<file path="src/rtl/next_pc_gen_ras_if.sv">
// rtl/next_pc_gen_ras_if.sv - fetch PC generator bundle: redirect, BTB/predictor lookup, PC and RAS checkpoint
interface next_pc_gen_ras_if #(
  parameter int ADDR_WIDTH  = 32,
  parameter int FETCH_WIDTH = 2,
  parameter int RAS_DEPTH   = 8
) ();
  localparam int SLOT_W = (FETCH_WIDTH > 1) ? $clog2(FETCH_WIDTH) : 1;
  localparam int IDX_W  = $clog2(RAS_DEPTH);
  localparam int CNT_W  = $clog2(RAS_DEPTH + 1);
  localparam int CKPT_W = IDX_W + CNT_W;

  logic                  stall;
  logic                  redirect_valid;
  logic [ADDR_WIDTH-1:0] redirect_pc;
  logic [CKPT_W-1:0]     redirect_ckpt;
  logic                  btb_hit;
  logic [SLOT_W-1:0]     btb_slot;
  logic [ADDR_WIDTH-1:0] btb_target;
  logic                  pred_taken;
  logic [1:0]            pred_kind;
  logic [ADDR_WIDTH-1:0] pc;
  logic [ADDR_WIDTH-1:0] npc;
  logic [CKPT_W-1:0]     ras_ckpt;
  logic                  ras_overflow;

  // Frontend/backend side: drives lookups and redirects, observes the PC
  modport master (
    output stall, redirect_valid, redirect_pc, redirect_ckpt,
    output btb_hit, btb_slot, btb_target, pred_taken, pred_kind,
    input  pc, npc, ras_ckpt, ras_overflow
  );

  // PC generator side
  modport slave (
    input  stall, redirect_valid, redirect_pc, redirect_ckpt,
    input  btb_hit, btb_slot, btb_target, pred_taken, pred_kind,
    output pc, npc, ras_ckpt, ras_overflow
  );
endinterface

</file>
<file path="src/rtl/next_pc_gen_ras.sv">
// rtl/next_pc_gen_ras.sv - fetch PC register, next-PC select and checkpointable circular return address stack
module next_pc_gen_ras #(
  parameter int                    ADDR_WIDTH  = 32,
  parameter logic [ADDR_WIDTH-1:0] RESET_PC    = '0,
  parameter int                    FETCH_WIDTH = 2,
  parameter int                    INST_BYTES  = 4,
  parameter int                    RAS_DEPTH   = 8
) (
  input  logic                 clk,
  input  logic                 rst,
  next_pc_gen_ras_if.slave     bus
);
  localparam int SLOT_W = (FETCH_WIDTH > 1) ? $clog2(FETCH_WIDTH) : 1;
  localparam int IDX_W  = $clog2(RAS_DEPTH);
  localparam int CNT_W  = $clog2(RAS_DEPTH + 1);
  localparam int GB     = FETCH_WIDTH * INST_BYTES;
  localparam int OFF_W  = $clog2(INST_BYTES);

  localparam logic [ADDR_WIDTH-1:0] GB_MASK   = ADDR_WIDTH'(GB - 1);
  localparam logic [ADDR_WIDTH-1:0] INST_MASK = ADDR_WIDTH'(INST_BYTES - 1);
  localparam logic [ADDR_WIDTH-1:0] GB_A      = ADDR_WIDTH'(GB);
  localparam logic [ADDR_WIDTH-1:0] INST_A    = ADDR_WIDTH'(INST_BYTES);
  localparam logic [CNT_W-1:0]      CNT_FULL  = CNT_W'(RAS_DEPTH);
  localparam logic [1:0]            KIND_CALL = 2'b01;
  localparam logic [1:0]            KIND_RET  = 2'b10;

  logic [ADDR_WIDTH-1:0] pc_q;
  logic [IDX_W-1:0]      top_q, top_d;
  logic [CNT_W-1:0]      count_q, count_d;
  logic                  ovf_q, ovf_d;
  logic [ADDR_WIDTH-1:0] ras_q [RAS_DEPTH];

  logic [ADDR_WIDTH-1:0] base, slot_pc, ret_pc, npc;
  logic [SLOT_W-1:0]     first_slot;
  logic [IDX_W-1:0]      top_inc;
  logic                  take, is_call, is_ret, ras_empty, ras_full;
  logic                  advance, push, pop;

  // Fetch-group geometry and decode of the BTB/predictor lookup
  always_comb begin
    base       = pc_q & ~GB_MASK;
    first_slot = SLOT_W'((pc_q & GB_MASK) >> OFF_W);
    slot_pc    = base + (ADDR_WIDTH'(bus.btb_slot) << OFF_W);
    // A hit on a slot before the entry point of the group belongs to code we jumped over
    take       = bus.btb_hit & bus.pred_taken & (bus.btb_slot >= first_slot);
    is_call    = (bus.pred_kind == KIND_CALL);
    is_ret     = (bus.pred_kind == KIND_RET);
    ras_empty  = (count_q == '0);
    ras_full   = (count_q == CNT_FULL);
    advance    = !bus.redirect_valid && !bus.stall;
    push       = advance && take && is_call;
    pop        = advance && take && is_ret && !ras_empty;
    top_inc    = top_q + 1'b1;
    ret_pc     = ras_q[top_q];
  end

  // Next fetch address: redirect > stall > RAS return > BTB target > sequential
  always_comb begin
    npc = base + GB_A;
    if (bus.redirect_valid) begin
      npc = bus.redirect_pc & ~INST_MASK;
    end else if (bus.stall) begin
      npc = pc_q;
    end else if (take && is_ret && !ras_empty) begin
      npc = ret_pc;
    end else if (take) begin
      // Covers returns with an empty stack: fall back to the BTB's guess
      npc = bus.btb_target & ~INST_MASK;
    end
  end

  // RAS pointer/occupancy update; a redirect rewinds to the backend's checkpoint
  always_comb begin
    top_d   = top_q;
    count_d = count_q;
    ovf_d   = 1'b0;
    if (bus.redirect_valid) begin
      {count_d, top_d} = bus.redirect_ckpt;
    end else if (push) begin
      top_d   = top_inc;
      count_d = ras_full ? count_q : count_q + 1'b1;
      ovf_d   = ras_full;
    end else if (pop) begin
      top_d   = top_q - 1'b1;
      count_d = count_q - 1'b1;
    end
  end

  // Architectural state: fetch PC, RAS pointers, overflow pulse
  always_ff @(posedge clk) begin
    if (rst) begin
      pc_q    <= RESET_PC;
      top_q   <= '0;
      count_q <= '0;
      ovf_q   <= 1'b0;
    end else begin
      pc_q    <= npc;
      top_q   <= top_d;
      count_q <= count_d;
      ovf_q   <= ovf_d;
    end
  end

  // RAS storage write on call; entries are never cleared, so a full stack overwrites the oldest
  always_ff @(posedge clk) begin
    if (!rst && push) begin
      ras_q[top_inc] <= slot_pc + INST_A;
    end
  end

  assign bus.pc           = pc_q;
  assign bus.npc          = npc;
  assign bus.ras_ckpt     = {count_q, top_q};
  assign bus.ras_overflow = ovf_q;
endmodule
</file>
<file path="src/flat_wrapper.sv">
// flat-port wrapper written by rule: the top's interface ports become plain ports
module next_pc_gen_ras_flat 
#(
  parameter int                    ADDR_WIDTH  = 32,
  parameter logic [ADDR_WIDTH-1:0] RESET_PC    = '0,
  parameter int                    FETCH_WIDTH = 2,
  parameter int                    INST_BYTES  = 4,
  parameter int                    RAS_DEPTH   = 8
)
  (clk, rst, bus_stall, bus_redirect_valid, bus_redirect_pc, bus_redirect_ckpt, bus_btb_hit, bus_btb_slot, bus_btb_target, bus_pred_taken, bus_pred_kind, bus_pc, bus_npc, bus_ras_ckpt, bus_ras_overflow);
  next_pc_gen_ras_if #(.ADDR_WIDTH(ADDR_WIDTH), .FETCH_WIDTH(FETCH_WIDTH), .RAS_DEPTH(RAS_DEPTH)) bus_i ();
  input  logic clk;
  input  logic rst;
  input wire logic [$bits(bus_i.stall)-1:0] bus_stall;
  input wire logic [$bits(bus_i.redirect_valid)-1:0] bus_redirect_valid;
  input wire logic [$bits(bus_i.redirect_pc)-1:0] bus_redirect_pc;
  input wire logic [$bits(bus_i.redirect_ckpt)-1:0] bus_redirect_ckpt;
  input wire logic [$bits(bus_i.btb_hit)-1:0] bus_btb_hit;
  input wire logic [$bits(bus_i.btb_slot)-1:0] bus_btb_slot;
  input wire logic [$bits(bus_i.btb_target)-1:0] bus_btb_target;
  input wire logic [$bits(bus_i.pred_taken)-1:0] bus_pred_taken;
  input wire logic [$bits(bus_i.pred_kind)-1:0] bus_pred_kind;
  output wire logic [$bits(bus_i.pc)-1:0] bus_pc;
  output wire logic [$bits(bus_i.npc)-1:0] bus_npc;
  output wire logic [$bits(bus_i.ras_ckpt)-1:0] bus_ras_ckpt;
  output wire logic [$bits(bus_i.ras_overflow)-1:0] bus_ras_overflow;
  assign bus_i.stall = bus_stall;
  assign bus_i.redirect_valid = bus_redirect_valid;
  assign bus_i.redirect_pc = bus_redirect_pc;
  assign bus_i.redirect_ckpt = bus_redirect_ckpt;
  assign bus_i.btb_hit = bus_btb_hit;
  assign bus_i.btb_slot = bus_btb_slot;
  assign bus_i.btb_target = bus_btb_target;
  assign bus_i.pred_taken = bus_pred_taken;
  assign bus_i.pred_kind = bus_pred_kind;
  assign bus_pc = bus_i.pc;
  assign bus_npc = bus_i.npc;
  assign bus_ras_ckpt = bus_i.ras_ckpt;
  assign bus_ras_overflow = bus_i.ras_overflow;
  next_pc_gen_ras #(.ADDR_WIDTH(ADDR_WIDTH), .RESET_PC(RESET_PC), .FETCH_WIDTH(FETCH_WIDTH), .INST_BYTES(INST_BYTES), .RAS_DEPTH(RAS_DEPTH)) u_core (.clk(clk), .rst(rst), .bus(bus_i));
endmodule
</file>
<file path="config.mk">
export PLATFORM = sky130hd
export DESIGN_NAME = next_pc_gen_ras_flat
export DESIGN_NICKNAME = d
export VERILOG_FILES = /design/src/rtl/next_pc_gen_ras_if.sv /design/src/rtl/next_pc_gen_ras.sv /design/src/flat_wrapper.sv
export SDC_FILE = /design/constraint.sdc
export NUM_CORES = 1
export LEC_CHECK = 0
export BUFFER_PORTS_ARGS = -buffer_cell sky130_fd_sc_hd__buf_2
export CORE_ASPECT_RATIO = 0.75
export CORE_UTILIZATION = 55
export CTS_BUF_LIST = sky130_fd_sc_hd__clkbuf_2
export DETAILED_ROUTE_END_ITERATION = 10
export PLACE_DENSITY = 0.77
export SYNTH_ARGS = -nofsm -noshare
export SYNTH_HDL_FRONTEND = slang
export SYNTH_SLANG_ARGS = --single-unit
</file>
<file path="constraint.sdc">
create_clock -name clk -period 13.45 [get_ports clk]
set_clock_uncertainty 0.1 [all_clocks]
set_input_delay 2.0175 -clock clk [delete_from_list [all_inputs] [get_ports clk]]
set_output_delay 2.0175 -clock clk [all_outputs]
set_load 0.1 [all_outputs]
</file>
==> metrics.csv, run 1 <==
stage,metric,value,unit
status,outcome,completed,
setup_path,crit_path_max_fanout,15,
global_route,grt_overflow,0,
power,power.total,0.00187,W
power,switching_share,32.0,%
drt,via_count,8955,
drt,drc_errors,0,
yosys,synthTopCellsByArea,"edfxtp_1, mux4_2, dfxtp_1, xnor2_1, a21oi_1",
setup_path,crit_chain,buf_2 -> nand2b_1 -> nand4_1 -> o31ai_1 -> a21o_1 -> a21boi_0 -> buf_2,
yosys,synth_fp_nets,998,
yosys,synthTopCellsByCount,"edfxtp_1, a21oi_1, mux4_2, nor2_1, xnor2_1",
global_route,grt_use_total,29.3,%
yosys,ys_ff_latch,283,
timing,tns,0,ns
floorplanning,die_area,24100,sq um
yosys,ys_seq_area_share,62.5,%
setup_path,r2r-start,u_core.bus.pc[5],
setup_path,r2r_end,u_core.ras_q[6][24],
setup_path,crit_type,in2out,
timing,rsz0062_at_grt,false,
setup_path,r2r_cells,6,
power,pwr-share-seq,52.9,%
yosys,yosysWarningCount,0,
clock_network,cts_made_buffers,69,
drt,firstDrtPassIters,8,
floorplanning,chipWidth,179,um
placement,place_area,13900,sq um
power,peakVddDrop,0.0000790,V
layout,design_area,14600,sq um
clock_network,clk_pin_slew,0.10,ns
setup_path,critPathLaunch,bus_btb_slot,
yosys,synth_edf_count,240,
yosys,synth_async_sr_flop_share,0,%
power,leakagePower,5.13,nW
setup_path,rrSetupSlack,10.13,ns
yosys,netlist.area_leader.share,55.8,%
layout,area_growth,12.8,%
setup_path,worstSetupEndpointType,output pin,
clock_network,clock_latency,0.86,ns
drt,wl,34600,um
clock_network,ctsResizeCount,0,
hold_path,hold_path_end,u_core.bus.pc[0],
clock_network,cts_buffer_depth,3,
clock_network,cts_hold_buf,0,
floorplanning,initial_core_util,56.1,%
global_route,grt_pass1_wl,51100,um
hold_path,hp-class,reg2reg,
clock_network,htree_levels,3,
yosys,avgSynthCellArea,14.2,sq um
timing,hold-worst-slack,0.516,ns
setup_path,slowest_delay,0.89,ns
yosys,ys_types,68,
setup_path,cpMostUsedCell,buf_2,
clock_network,cts_root_buffer,clkbuf_2,
job,cap_viol_max_count,0,
timing,worstMarginPinSlew,1.27,ns
drt,antenna_left,0,
power,p_per_area,128,nW/um^2
clock_network,cts.sinks,283,
power,p_int,0.00127,W
hold_path,hold_path_depth,2,
timing,slew_viol_final,0,
power,comb_power_share,16.7,%
global_route,antenna_found_initial,2,
yosys,synthesis.area,12900,sq um
yosys,yosysTopAreaCell,edfxtp_1,
setup_path,cp-start-kind,input pin,
timing,layout_min_cycle_time,7.00,ns
floorplanning,rows,48,
timing,fmax,0.143,GHz
layout,nets,1169,
setup_path,worstPathRequired,11.33,ns
yosys,synth.most_common_cell,edfxtp_1,
drt,vias_per_cell,6.23,
floorplanning,die_y,135,um
placement,portBuffers,147,
hold_path,hp-start,u_core.bus.pc[0],
setup_path,cpMaxStageDelayCell,nand4_1,
timing,setup_viol,0,
floorplanning,core_area,23000,sq um
yosys,synth_ff_type,edfxtp_1,
global_route,grt_pass1_vias,8802,
placement,place.gp.congestion,0.836,
placement,hpwlAfterDp,21500,um
layout,fillCellCount,1741,
clock_network,cts_setup_buffers,0,
yosys,syn_inst,912,
power,p_sw,0.000599,W
power,power.share.clock,30.4,%
floorplanning,io_pins,152,
timing,slew_headroom,14.5,%
setup_path,critPathArrivalTime,4.89,ns
drt,post_drt_wl_per_cell,24.1,um
drt,drt_iter0_markers,994,
layout,final_layout_size_suffix_gt1_share,32.7,%
timing,final_hold_viol_count,0,
global_route,grt_start_max_net_pins,60,
clock_network,tritoncts,done,
timing,fin_crit_sh,52.1,%
[layout make-up]
cell class / count / area [sq um] / area share, %
clock inverter: 18 / 96.3 / 0.662
multi-input combinational: 535 / 4490 / 30.9
inverter: 28 / 105 / 0.722
timing repair buffer: 166 / 878 / 6.03
sequential: 283 / 8070 / 55.5
antenna: 2 / 5.00 / 0.0344
tap: 300 / 375 / 2.58
clock buffer: 106 / 531 / 3.64
[metrics by stage]
step | std cells | setup slack (ns) | util, %
2_1_floorplan | 912 | 6.12 | -
3_3_place_gp | 1312 | 6.60 | 60.5
3_5_place_dp | 1312 | 6.54 | 60.5
4_1_cts | 1436 | 6.54 | 63.3
5_1_grt | 1438 | 6.40 | 63.3
6_report | 1438 | 6.45 | 63.3
[worst max-delay path, delay by kind of cell]
family | cells | cell delay (ns)
buffers and inverters | 2 | 0.75
AO/OA/AOI/OAI | 3 | 0.98
AND/OR/NAND/NOR | 2 | 1.12
[flip-flops by register name (all words and copies together) (netlist names), named ones only]
register / flops
u_core.top_q: 3
u_core.bus.ras_overflow: 1
u_core.count_q: 4
u_core.bus.pc: 32
u_core.ras_q: 240
[power by group through the flow]
stage | clock network, W | logic, W | registers [W]
final | 0.000569 | 0.000312 | 0.000990
after global routing | 0.000620 | 0.000328 | 0.000991
after CTS | 0.000574 | 0.000311 | 0.000988
after detailed placement | 0 | 0.000310 | 0.00101
after global placement | 0 | 0.000305 | 0.00101
after floorplan | 0 | 0.000196 | 0.00105
[cell families after synthesis]
| kind of cell | count (synthesis) | share of synthesized area (%) |
|---|---|---|
| xor gates and xnor gates | 52 | 3.53 |
| and+or+nand+nor | 227 | 9.10 |
| adders and majority gates | 6 | 0.582 |
| DFF | 283 | 62.5 |
| muxes | 97 | 13.4 |
| buffers and inverters | 94 | 3.17 |
| AOI/OAI and AO/OA | 153 | 7.72 |
[worst max path at each step]
| stage | endpoint | slack [ns] | cells after the start |
|---|---|---|---|
| floorplan | bus_npc[31] | 6.12 | 7 |
| global placement | bus_npc[31] | 6.60 | 7 |
| detailed placement | bus_npc[31] | 6.54 | 7 |
| CTS | bus_npc[31] | 6.54 | 7 |
| global route | bus_npc[31] | 6.40 | 7 |
| finish | bus_npc[31] | 6.45 | 7 |
[cells in the final DEF, fill, tap and decap left out, types with 12 or more instances in the layout]
cell type and count:
a211oi_1 12, a21oi_1 69, buf_2 147, buf_4 19, clkbuf_2 106, clkinv_1 12
dfxtp_1 40, edfxtp_1 240, inv_1 28, mux2i_1 30, mux4_2 60, nand2_1 40
nand3_1 25, nand4_1 12, nor2_1 49, nor2b_1 19, nor3_1 25, o21ai_0 14
xnor2_1 44
[metal layers]
layer  wire, um  share of wire, %  track usage [%]  vias to the layer above
li1           -                 -                -                     3907
met1      13800                40             41.0                     4414
met2      16200                47             45.4                      558
met3       3730                11             6.22                       76
met4        868               2.5             11.3                        0
met5          0                 0                0                        -
Note: power is estimated with default switching activity, not from simulation.
==> run 2: changes to the inputs <==
--- a/config.mk
+++ b/config.mk
@@ -5,6 +5,7 @@
 export SDC_FILE = /design/constraint.sdc
 export NUM_CORES = 1
 export LEC_CHECK = 0
+export ABC_AREA = 1
 export BUFFER_PORTS_ARGS = -buffer_cell sky130_fd_sc_hd__buf_2
 export CORE_ASPECT_RATIO = 0.75
 export CORE_UTILIZATION = 55
==> constraint.sdc (replaced) <==
create_clock -name clk -period 6.8 [get_ports clk]
set_clock_uncertainty 0.1 [all_clocks]
set_input_delay 1.02 -clock clk [delete_from_list [all_inputs] [get_ports clk]]
set_output_delay 1.02 -clock clk [all_outputs]
set_load 0.1 [all_outputs]
==> run 2 against run 1 <==
Die area increased by 3.5%. Final area up 3.3%. Via count grew 30%. Critical path type unchanged. Highest routed layer is now met5.
==> metrics.csv, run 2 <==
stage,metric,value,unit,change
status,outcome,completed,,unchanged
layout,final_cell_mix,"nand2_1, nor2_1, edfxtp_1",,"was edfxtp_1, buf_2, clkbuf_2"
drt,antenna_left,0,,unchanged
power,p_per_area,252,nW/um^2,was 128 nW/um^2
drt,post_drt_wl_per_cell,19.6,um,was 24.1 um
layout,area_growth,12.6,%,was 12.8%
layout,seq_area,8070,sq um,about the same
drt,drc_errors,0,,unchanged
global_route,grt_pass1_vias,10800,,was 8802
setup_path,crit_path_max_fanout,22,,was 15
yosys,netlist.area_leader.share,53.9,%,was 55.8%
yosys,yosysWarningCount,0,,unchanged
timing,fmax,0.193,GHz,
timing,layout_min_cycle_time,5.19,ns,
clock_network,cts_hold_buf,0,,unchanged
power,power.share.clock,30.6,%,was 30.4%
clock_network,cts_buffer_depth,3,,unchanged
timing,tns,0,ns,unchanged
global_route,grt_pass1_wl,59200,um,was 51100 um
layout,fillCellCount,1919,,was 1741
setup_path,worstPathRequired,5.68,ns,was 11.33 ns
power,p_int,0.00254,W,was 0.00127 W
floorplanning,chipWidth,182,um,was 179 um
floorplanning,io_pins,152,,unchanged
layout,regMostFlops,u_core.ras_q,,unchanged
clock_network,ctsResizeCount,0,,unchanged
global_route,grt_start_max_net_pins,77,,was 60
drt,drt_iter0_markers,1371,,was 994
yosys,ys_seq_area_share,60.4,%,was 62.5%
global_route,grt_use_met1,42.6,%,was 41.0%
timing,final_hold_viol_count,0,,unchanged
timing,rsz0062_at_grt,false,,unchanged
placement,hpwlAfterDp,24500,um,was 21500 um
timing,slew_viol_final,0,,unchanged
timing,setup_viol,0,,unchanged
hold_path,hp-class,in2reg,,was reg2reg
global_route,grt_busiest_layer,met2,,unchanged
floorplanning,core_area,23400,sq um,was 23000 sq um
yosys,synth.most_common_cell,nand2_1,,was edfxtp_1
power,switching_share,33.0,%,was 32.0%
clock_network,clock_latency,0.84,ns,was 0.86 ns
power,comb_power_share,17.8,%,was 16.7%
global_route,antenna_found_initial,5,,was 2
yosys,synth_edf_count,240,,unchanged
yosys,synth_ff_type,edfxtp_1,,unchanged
yosys,synth_fp_nets,1542,,was 998
timing,fin_crit_sh,76.3,%,
setup_path,crit_type,in2out,,unchanged
yosys,ys_ff_latch,283,,unchanged
drt,vias_per_cell,5.88,,was 6.23
layout,largest_reg_flops,240,,unchanged
placement,place.gp.congestion,0.973,,was 0.836
yosys,ys_types,31,,was 68
power,pwr-share-seq,51.6,%,was 52.9%
yosys,synthesis.area,13400,sq um,was 12900 sq um
yosys,synth_async_sr_flop_share,0,%,unchanged
clock_network,htree_levels,3,,unchanged
global_route,use_met2,49.6,%,was 45.4%
setup_path,worstSetupEndpointType,output pin,,unchanged
layout,final_common_cell,nand2_1,,was edfxtp_1
global_route,grt_overflow,0,,unchanged
yosys,yosysTopAreaCell,edfxtp_1,,unchanged
clock_network,cts_made_buffers,68,,was 69
clock_network,tritoncts,done,,unchanged
floorplanning,die_area,24900,sq um,was 24100 sq um
layout,utilization,64.2,%,was 63.3%
timing,slew_headroom,34.2,%,was 14.5%
clock_network,clk_pin_slew,0.10,ns,about the same
clock_network,cts_root_buffer,clkbuf_2,,unchanged
layout,nets,1705,,was 1169
global_route,grtUsageMet3,7.45,%,was 6.22%
power,leakagePower,5.95,nW,was 5.13 nW
floorplanning,rows,48,,unchanged
floorplanning,initial_core_util,57.1,%,was 56.1%
yosys,synthTopCellsByArea,"edfxtp_1, nand2_1, nor2_1, dfxtp_1, o21ai_0",,"was edfxtp_1, mux4_2, dfxtp_1, xnor2_1, a21oi_1"
setup_path,critPathArrivalTime,4.07,ns,was 4.89 ns
global_route,grt_use_total,31.7,%,was 29.3%
floorplanning,die_y,137,um,was 135 um
yosys,syn_inst,1456,,was 912
setup_path,cp-start-kind,input pin,,unchanged
yosys,avgSynthCellArea,9.18,sq um,was 14.2 sq um
clock_network,cts_setup_buffers,0,,unchanged
placement,portBuffers,147,,unchanged
job,cap_viol_max_count,0,,unchanged
clock_network,cts.sinks,283,,unchanged
layout,final_layout_size_suffix_gt1_share,18.1,%,was 32.7%
drt,firstDrtPassIters,8,,unchanged
drt,wl,38800,um,was 34600 um
yosys,synthTopCellsByCount,"nand2_1, nor2_1, edfxtp_1, o21ai_0, nand3_1",,"was edfxtp_1, a21oi_1, mux4_2, nor2_1, xnor2_1"
timing,worstMarginPinSlew,0.984,ns,was 1.27 ns
power,p_sw,0.00125,W,was 0.000599 W
drt,via_count,11600,,was 8955
layout,multi_input_comb_area,4710,sq um,was 4490 sq um
power,peakVddDrop,0.000162,V,was 0.0000790 V
==> run 2: cell types whose count changed after synthesis, moves of 13 or more <==
| cell | before | now |
|---|---|---|
| nor3_1 | 25 | 6 |
| mux4_2 | 60 | 0 |
| nor2b_1 | 19 | 0 |
| nand2_1 | 40 | 305 |
| xor2_1 | 8 | 27 |
| mux2i_1 | 30 | 0 |
| nand3_1 | 25 | 125 |
| nor2_1 | 55 | 270 |
| xnor2_1 | 44 | 3 |
| a211oi_1 | 13 | 0 |
| inv_1 | 28 | 83 |
| o21ai_0 | 14 | 135 |
| o211ai_1 | 3 | 39 |
==> run 2: worst max-delay path, stage by stage <==
cell and delay [ns]:
buf_2 0.35, inv_2 0.22, a21oi_4 0.48, nand2_1 0.17, a21oi_4 0.51, buf_4 0.39, nand3_1 0.13, nand2_1 0.09
inv_1 0.05, nand2_1 0.05, nand2_1 0.09, nand2_1 0.07, buf_2 0.42
==> run 2: logic make-up (layout without fill, tap and decap cells) <==
group / after synthesis / after routing / share of synthesized area [%]
buffers and inverters: 163 / 379 / 4.92
AND/OR/NAND/NOR: 715 / 715 / 21.5
adder cells (fa/ha/maj): 6 / 6 / 0.562
other: 0 / 4 / 0
AO/OA/AOI/OAI: 259 / 259 / 10.7
XOR/XNOR: 30 / 30 / 1.97
flip-flops: 283 / 283 / 60.4
==> run 2: cell type report <==
class                           count  area share, %
Antenna cell                        4         0.0665
Clock buffer                      106           3.53
Clock inverter                     17          0.790
Inverter                           88           2.20
Multi-Input combinational cell   1010           31.3
Sequential cell                   283           53.7
Tap cell                          300           2.50
Timing Repair Buffer              168           5.94
==> run 2: final timing paths <==
check                                    startpoint                   to  slack (ns)  cells after the start
worst max-delay path                   bus_btb_slot          bus_npc[20]        1.61                     13
worst min register to register     u_core.bus.pc[0]     u_core.bus.pc[0]        0.38                      2
worst max register to register     u_core.bus.pc[2]  u_core.ras_q[6][21]        3.64                      6
worst min-delay path            bus_redirect_pc[22]    u_core.bus.pc[22]        0.36                      3
==> run 2: power groups by stage <==
stage	Clock, W	Sequential [W]	Combinational (W)
2_1_floorplan	0	0.00208	0.000409
3_3_place_gp	0	0.00199	0.000654
3_5_place_dp	0	0.00199	0.000665
4_1_cts	0.00116	0.00196	0.000667
5_1_grt	0.00125	0.00196	0.000721
6_report	0.00116	0.00196	0.000675
==> run 2: stage by stage <==
stage	instances	power, W	cell area, sq um	hold WS [ns]	setup slack [ns]
6_report	1976	0.00379	15000	0.357	1.61
2_1_floorplan	1456	0.00249	13400	0.637	2.74
5_1_grt	1974	0.00393	15000	0.273	1.39
4_1_cts	1972	0.00379	15000	0.311	1.71
3_5_place_dp	1849	0.00266	14400	0.370	1.74
3_3_place_gp	1849	0.00265	14400	0.359	1.77
==> run 2: layer usage <==
| layer | vias to the layer above | routed length [um] |
|---|---|---|
| met1 | 5391 | 15300 |
| met5 | - | 8 |
| met2 | 744 | 17400 |
| met3 | 131 | 4600 |
| met4 | 2 | 1500 |
| li1 | 5345 | - |
